<file path="src/rtl/sync_fifo_param.sv">
// Single-clock parametrised FIFO with standard or first-word-fall-through read,
// occupancy count, runtime almost-full/almost-empty thresholds and sticky error flags.
module sync_fifo_param #(
  parameter int unsigned DATA_WIDTH = 9,
  parameter int unsigned DEPTH      = 16,
  parameter int unsigned FWFT       = 0,
  localparam int unsigned AW        = $clog2(DEPTH)
) (
  input  logic                  clk,
  input  logic                  rst_n,
  input  logic                  flush,
  input  logic                  write_enable,
  input  logic [DATA_WIDTH-1:0] data_write,
  input  logic                  read_enable,
  output logic [DATA_WIDTH-1:0] data_read,
  input  logic [AW:0]           afull_thresh,
  input  logic [AW:0]           aempty_thresh,
  output logic [AW:0]           count,
  output logic                  full,
  output logic                  empty,
  output logic                  half_full,
  output logic                  half_empty,
  output logic                  almost_full,
  output logic                  almost_empty,
  output logic                  overflow,
  output logic                  underflow
);

  localparam logic [AW:0] DepthC = (AW + 1)'(DEPTH);
  localparam logic [AW:0] HalfC  = (AW + 1)'(DEPTH / 2);

  logic [DATA_WIDTH-1:0] mem_q [DEPTH];

  logic [AW-1:0] wr_ptr_q, wr_ptr_d;
  logic [AW-1:0] rd_ptr_q, rd_ptr_d;
  logic [AW:0]   count_q, count_d;
  logic          overflow_q, overflow_d;
  logic          underflow_q, underflow_d;
  logic          wr_acc, rd_acc;

  // Acceptance uses the pre-edge count, so a full FIFO never takes a write even
  // when a read retires a word in the same cycle (and vice versa when empty).
  assign wr_acc = write_enable && !full;
  assign rd_acc = read_enable && !empty;

  assign count        = count_q;
  assign full         = (count_q == DepthC);
  assign empty        = (count_q == '0);
  assign half_full    = (count_q >= HalfC);
  assign half_empty   = (count_q <= HalfC);
  assign almost_full  = (count_q >= afull_thresh);
  assign almost_empty = (count_q <= aempty_thresh);
  assign overflow     = overflow_q;
  assign underflow    = underflow_q;

  always_comb begin
    wr_ptr_d    = wr_ptr_q;
    rd_ptr_d    = rd_ptr_q;
    count_d     = count_q;
    overflow_d  = overflow_q;
    underflow_d = underflow_q;
    if (flush) begin
      wr_ptr_d    = '0;
      rd_ptr_d    = '0;
      count_d     = '0;
      overflow_d  = 1'b0;
      underflow_d = 1'b0;
    end else begin
      if (wr_acc) wr_ptr_d = wr_ptr_q + AW'(1);
      if (rd_acc) rd_ptr_d = rd_ptr_q + AW'(1);
      count_d = count_q + {{AW{1'b0}}, wr_acc} - {{AW{1'b0}}, rd_acc};
      if (write_enable && full) overflow_d = 1'b1;
      if (read_enable && empty) underflow_d = 1'b1;
    end
  end

  always_ff @(posedge clk or negedge rst_n) begin
    if (!rst_n) begin
      wr_ptr_q    <= '0;
      rd_ptr_q    <= '0;
      count_q     <= '0;
      overflow_q  <= 1'b0;
      underflow_q <= 1'b0;
    end else begin
      wr_ptr_q    <= wr_ptr_d;
      rd_ptr_q    <= rd_ptr_d;
      count_q     <= count_d;
      overflow_q  <= overflow_d;
      underflow_q <= underflow_d;
    end
  end

  // Storage has no reset; contents are only meaningful between the pointers.
  always_ff @(posedge clk) begin
    if (wr_acc && !flush) begin
      mem_q[wr_ptr_q] <= data_write;
    end
  end

  if (FWFT != 0) begin : g_fwft
    assign data_read = mem_q[rd_ptr_q];
  end else begin : g_std
    logic [DATA_WIDTH-1:0] rdata_q, rdata_d;

    always_comb begin
      rdata_d = rdata_q;
      if (flush) begin
        rdata_d = '0;
      end else if (rd_acc) begin
        rdata_d = mem_q[rd_ptr_q];
      end
    end

    always_ff @(posedge clk or negedge rst_n) begin
      if (!rst_n) begin
        rdata_q <= '0;
      end else begin
        rdata_q <= rdata_d;
      end
    end

    assign data_read = rdata_q;
  end

endmodule

</file>
<file path="config.mk">
export PLATFORM = sky130hd
export DESIGN_NAME = sync_fifo_param
export DESIGN_NICKNAME = d
export VERILOG_FILES = /design/src/rtl/sync_fifo_param.sv
export SDC_FILE = /design/constraint.sdc
export NUM_CORES = 1
export LEC_CHECK = 0
export BUFFER_PORTS_ARGS = -buffer_cell sky130_fd_sc_hd__buf_2
export CORE_MARGIN = 2
export CORE_UTILIZATION = 50
export CTS_CLUSTER_DIAMETER = 100
export DETAILED_ROUTE_END_ITERATION = 12
export GPL_TIMING_DRIVEN = 0
export PLACE_DENSITY_LB_ADDON = 0.05
export SETUP_SLACK_MARGIN = 0.02
export SKIP_LAST_GASP = 1
export SYNTH_ARGS = -nofsm -noshare
export SYNTH_HDL_FRONTEND = slang
export SYNTH_SLANG_ARGS = --single-unit
export TNS_END_PERCENT = 20
</file>
<file path="constraint.sdc">
create_clock -name clk -period 2.9 [get_ports clk]
set_clock_uncertainty 0.05 [all_clocks]
set_input_delay 0.145 -clock clk [delete_from_list [all_inputs] [get_ports clk]]
set_output_delay 0.145 -clock clk [all_outputs]
set_load 0.02 [all_outputs]
</file>
Word-level counts from Yosys, hierarchy flattened
Memory sizes are Yosys's and may differ from the RTL's.
Index checks and enable logic that the tools add are counted.
{ "totals": {"ff_bits": 24, "mem_bits_rw": 144, "inputBits": 24, "out_inout_bits": 22, "word_cells": 42, "n_memories": 1} }
{ "classes": {"n_addsub": 4, "n_lt_le_gt_ge": 4, "n_eq_ne": 1, "muxes": 13, "reduce_logical": 13} }
{ "memory_table": {"columns": ["name", "depth", "width", "read_ports", "rd_clocked_by_memory_dff", "wr", "line_no", "text"], "rows": [
  ["mem_q", 16, 9, 1, 0, 1, "32", "logic [DATA_WIDTH-1:0] mem_q [DEPTH];"]
]} }
{ "ops": {"columns": ["operator", "n"], "rows": [
  ["$mux W9", 2],
  ["$mux W4", 4],
  ["$add A4 B1 Y4 const B", 2],
  ["$reduce_bool A2 Y1", 4],
  ["$mux W1", 6],
  ["$add A5 B1 Y5", 1],
  ["$eq A5 B5 Y1 const B", 1],
  ["$ge A5 B4 Y1 const B", 1],
  ["$ge A5 B5 Y1", 1],
  ["$le A5 B4 Y1 const B", 1],
  ["$le A5 B5 Y1", 1],
  ["$logic_and A1 B1 Y1", 5],
  ["$logic_not A5 Y1", 1],
  ["$mux W5", 1],
  ["$sub A5 B1 Y5", 1],
  ["$logic_not A1 Y1", 3]
]} }

Depth between registers and ports, before layout
{ "logic_depth": {"word_depth": 6, "ltp_mapped": 15, "ltp_nobuf": 15} }

Worst setup path before layout
Ideal clock, no wire load.
{ "synth_timing": {"path_kind": "register to register", "from": "register count_q[2], in the netlist count[2]", "to": "register count_q[4], in the netlist count[4]", "arrival_ps": 2876, "path_slack_ps": -104, "path_stages_with_launch": 16, "synth_period_minus_slack_ps": 3004, "path_cell_list": "dfrtp_1 inv_1 ha_1 nor4b_2 nand2b_1 inv_2 ha_1 inv_1 ha_1 inv_1 fa_1 inv_1 a21oi_1 nor2_1 or3_1 a21oi_1"} }
{ "synth_lines": {"columns": ["item", "line_no", "text"], "rows": [
  ["from (decl)", "36", "logic [AW:0] count_q, count_d;"],
  ["from (signal assigned)", "87", "count_q <= count_d;"],
  ["$logic_not A5 Y1", "48", "assign empty = (count_q == '0);"],
  ["net empty", "20", "output logic empty,"],
  ["$logic_not A1 Y1", "44", "assign rd_acc = read_enable && !empty;"],
  ["$logic_and A1 B1 Y1", "44", null],
  ["$sub A5 B1 Y5", "71", "count_d = count_q + {{AW{1'b0}}, wr_acc} - {{AW{1'b0}}, rd_acc};"],
  ["$mux W5", "62", "if (flush) begin"],
  ["net count_d[4]", "36", null]
]} }
The timed path passes the listed nets, and every way through them passes these cells.
A chain may end at the register's enable or synchronous reset.

Worst setup path after layout
{ "layout_timing": {"from": "register count_q[1], in the netlist count[1]", "to": "memory mem_q[10][8] (enable)"} }
{ "layout_between": {"elab_chain_len": 6} }
{ "layout_rtl": {"columns": ["item", "line_no", "text"], "rows": [
  ["$eq A5 B5 Y1", "47", "assign full = (count_q == DepthC);"],
  ["$logic_not A1 Y1", "43", "assign wr_acc = write_enable && !full;"],
  ["$logic_and A1 B1 Y1", "43", null],
  ["$logic_and A1 B1 Y1", "95", "if (wr_acc && !flush) begin"],
  ["$mux W1", "95", null],
  ["$mux W1 (implied by the code)", "96", "mem_q[wr_ptr_q] <= data_write;"],
  ["to (decl)", "32", null]
]} }
Every way passes these cells.

==> results.json <==
{
  "status": "complete, no violations",
  "drtAntennaViolNets": 0,
  "max-cap-violations": 0,
  "min_period_ns": 2.745,
  "multi_input_area_um2": 2038,
  "synth_common_cells": "144 x edfxtp_1, 26 x nor2_1, 24 x dfrtp_1, 23 x ha_1, 20 x inv_1",
  "fillerInstances": 1051,
  "holdWs_ns": 0.05752,
  "yosysTopAreaCell": "edfxtp_1",
  "synth-edff-count": 144,
  "hold_depth": 1,
  "grt_pass1_vias": 3673,
  "die-area_um2": 15190,
  "synth-warning-count": 0,
  "instances_no_fill": 653,
  "clkTransAtPathRegs_ns": 0.06,
  "finalCritPeriodShare_pct": 94.67,
  "grt_usage_pct": 20.74,
  "yosysMostFrequentCell": "edfxtp_1",
  "ys_types": 34,
  "ys_seq_area_share_pct": 69.28,
  "synth_area_leaders": "edfxtp_1 61%, dfrtp_1 8.4%, mux4_1 7.0%, mux4_2 5.4%, ha_1 4.0%",
  "final-setup-viol-count": 0,
  "avgRoutedWirePerCell_um": 21.92,
  "hpwl_um": 9365,
  "p_int_mw": 4.716,
  "avgSynthCellArea_um2": 18.37,
  "vias": 3657,
  "ios": 46,
  "start_util_pct": 51.21,
  "synth_mux_area_share_pct": 14.94,
  "hold_class": "input pin to flop",
  "power_switching_mw": 1.773,
  "synth_top_family_by_area": "multiplexers",
  "synth_fa_ha_area_share_pct": 4.330,
  "die_h_um": 123.2,
  "end_kind": "flop",
  "diodes": 0,
  "drive_above_1_share_pct": 27.48,
  "start_kind": "flop",
  "synth_xor_area_share_pct": 0.9857,
  "cts_buffers": 17,
  "regArea_um2": 4927,
  "gp_congestion": 0.7956,
  "worstPathMaxFanout": 9,
  "final_util_pct": 59.53,
  "grt_antenna_before_repair": 0,
  "r2r.worst_path.cells": 6,
  "grt_max_degree": 25,
  "ctsHtreeMaxLevel": 4,
  "via_per_inst": 5.600,
  "async_flop_share_pct": 14.29,
  "nNetsFinal": 508,
  "maxSlewViolCount": 0,
  "coreArea_um2": 13880,
  "power_frac_clock_pct": 33.4,
  "ctsLongestPathBuffers": 2,
  "ir_worst_vdd_mv": 0.4315,
  "critPathKind": "flop to flop",
  "ys_ff_latch": 168,
  "p_sw_share_pct": 27.32,
  "die_w_um": 123.2,
  "rows": 43,
  "power_mw": 6.489,
  "pwr-share-comb_pct": 22.7,
  "drt_drc_violations_left": 0,
  "grt_overflow_total": 0,
  "grt_first_pass_wirelength_um": 21740,
  "worstPathArrival_ns": 2.74,
  "seqPwrFrac_pct": 43.9,
  "root_buffer": "clkbuf_16",
  "cts_tree": "built",
  "syn_area_um2": 7108,
  "synth_cells": 387,
  "synth-simple-area-share_pct": 5.246,
  "portBuffers": 45,
  "clkSinkCount": 168,
  "clk_latency_ns": 0.42,
  "rsz0062_at_grt": "no",
  "syn_nets": 435,
  "dr.first_iter.drc_count": 332,
  "drt_wl_total_um": 14310,
  "worst_pin_slew_ns": 1.065,
  "hold_violations": 0,
  "slew_headroom_pct": 28.73,
  "first_pass_iters": 4,
  "critPathRequiredTime_ns": 2.89,
  "dpl.cell_count": 613,
  "syn2layout_area_growth_pct": 16.25,
  "synthFlopType": "edfxtp_1",
  "synth-compound-area-share_pct": 2.394,
  "power.density_nw_per_um2": 785.3,
  "fmax_ghz": 0.3642,
  "p_leak_nw": 3.000,
  "synth_top_area_share_pct": 60.83
}
metrics by stage:
step	setup WS [ns]	setup TNS, ns	area (µm²)
global route	0.002471	0	8263
finish	0.1546	0	8263
CTS	0.003022	0	8199
detailed placement	0.02281	0	7599
floorplan	0.05264	0	7117
global placement	-0.4608	-14.74	7567
layer usage:
metal,track usage (%),vias up,part of all wire [%]
li1,-,1675,-
met1,28.23,1880,45
met2,32.83,82,48
met3,4.428,20,4.9
met4,8.523,0,2.1
met5,0,-,0
final timing paths:
check | slack [ns] | end | from
min in group asynchronous | 0.22 | count[4] | rst_n
setup / recovery | 0.15 | mem_q[10][8] | count[1]
max in group asynchronous | 2.17 | count[2] | rst_n
setup reg to reg | 0.15 | mem_q[10][8] | count[1]
hold reg to reg | 0.45 | underflow | underflow
hold / removal | 0.06 | mem_q[15][6] | data_write[6]
power by group through the flow:
stage | sequential (mW) | combinational [mW] | clock, mW
finish | 2.85 | 1.47 | 2.17
global route | 2.86 | 1.62 | 2.31
CTS | 2.85 | 1.42 | 2.21
detailed placement | 2.90 | 1.41 | 0
global placement | 2.90 | 1.38 | 0
floorplan | 2.96 | 0.922 | 0
logic make-up after synthesis:
family | count (synthesis)
flops | 168
buf+inv | 38
mux | 54
simple gates | 70
fa+ha+maj | 24
xor+xnor | 8
compound gates | 25
sequential cells by signal (all words and copies together) (netlist names):
register and flops:
underflow 1, count 5, mem_q 144, data_read 9, rd_ptr_q 4, overflow 1, wr_ptr_q 4
area by class of cell:
cell class / instances / area share, %
sequential: 168 / 59.63
inverter: 22 / 0.9994
buffer: 16 / 1.423
clock buffer: 23 / 5.663
timing repair buffer: 54 / 3.680
clock inverter: 9 / 1.211
multi-input combinational: 181 / 24.67
tap: 180 / 2.726
what timing repair did:
item,in CTS,in global routing
hold buffers,3,0
hold endpoints to repair,26,0
resized for setup,1,11
setup buffers,0,5
pin swaps,0,2
endpoints found under the setup margin,20,127
worst max-delay path, stage by stage (launching register included):
cell and delay (ns):
dfrtp_1 0.57, and4bb_2 0.33, nor2b_4 0.20, inv_2 0.08
nor2_2 0.15, nand2_1 0.15, nor2_1 0.83
cell usage in the layout (no fill, tap or decap), drive strengths merged, types with 9 or more instances in the layout:
cell type  instances
edfxtp           144
buf               64
mux4              36
nor2              27
clkbuf            26
dfrtp             24
ha                23
inv               22
mux2i             18
nand2             12
nand3b            10
o221ai             9
a21oi              9
Power figures use the tool's default switching activity.
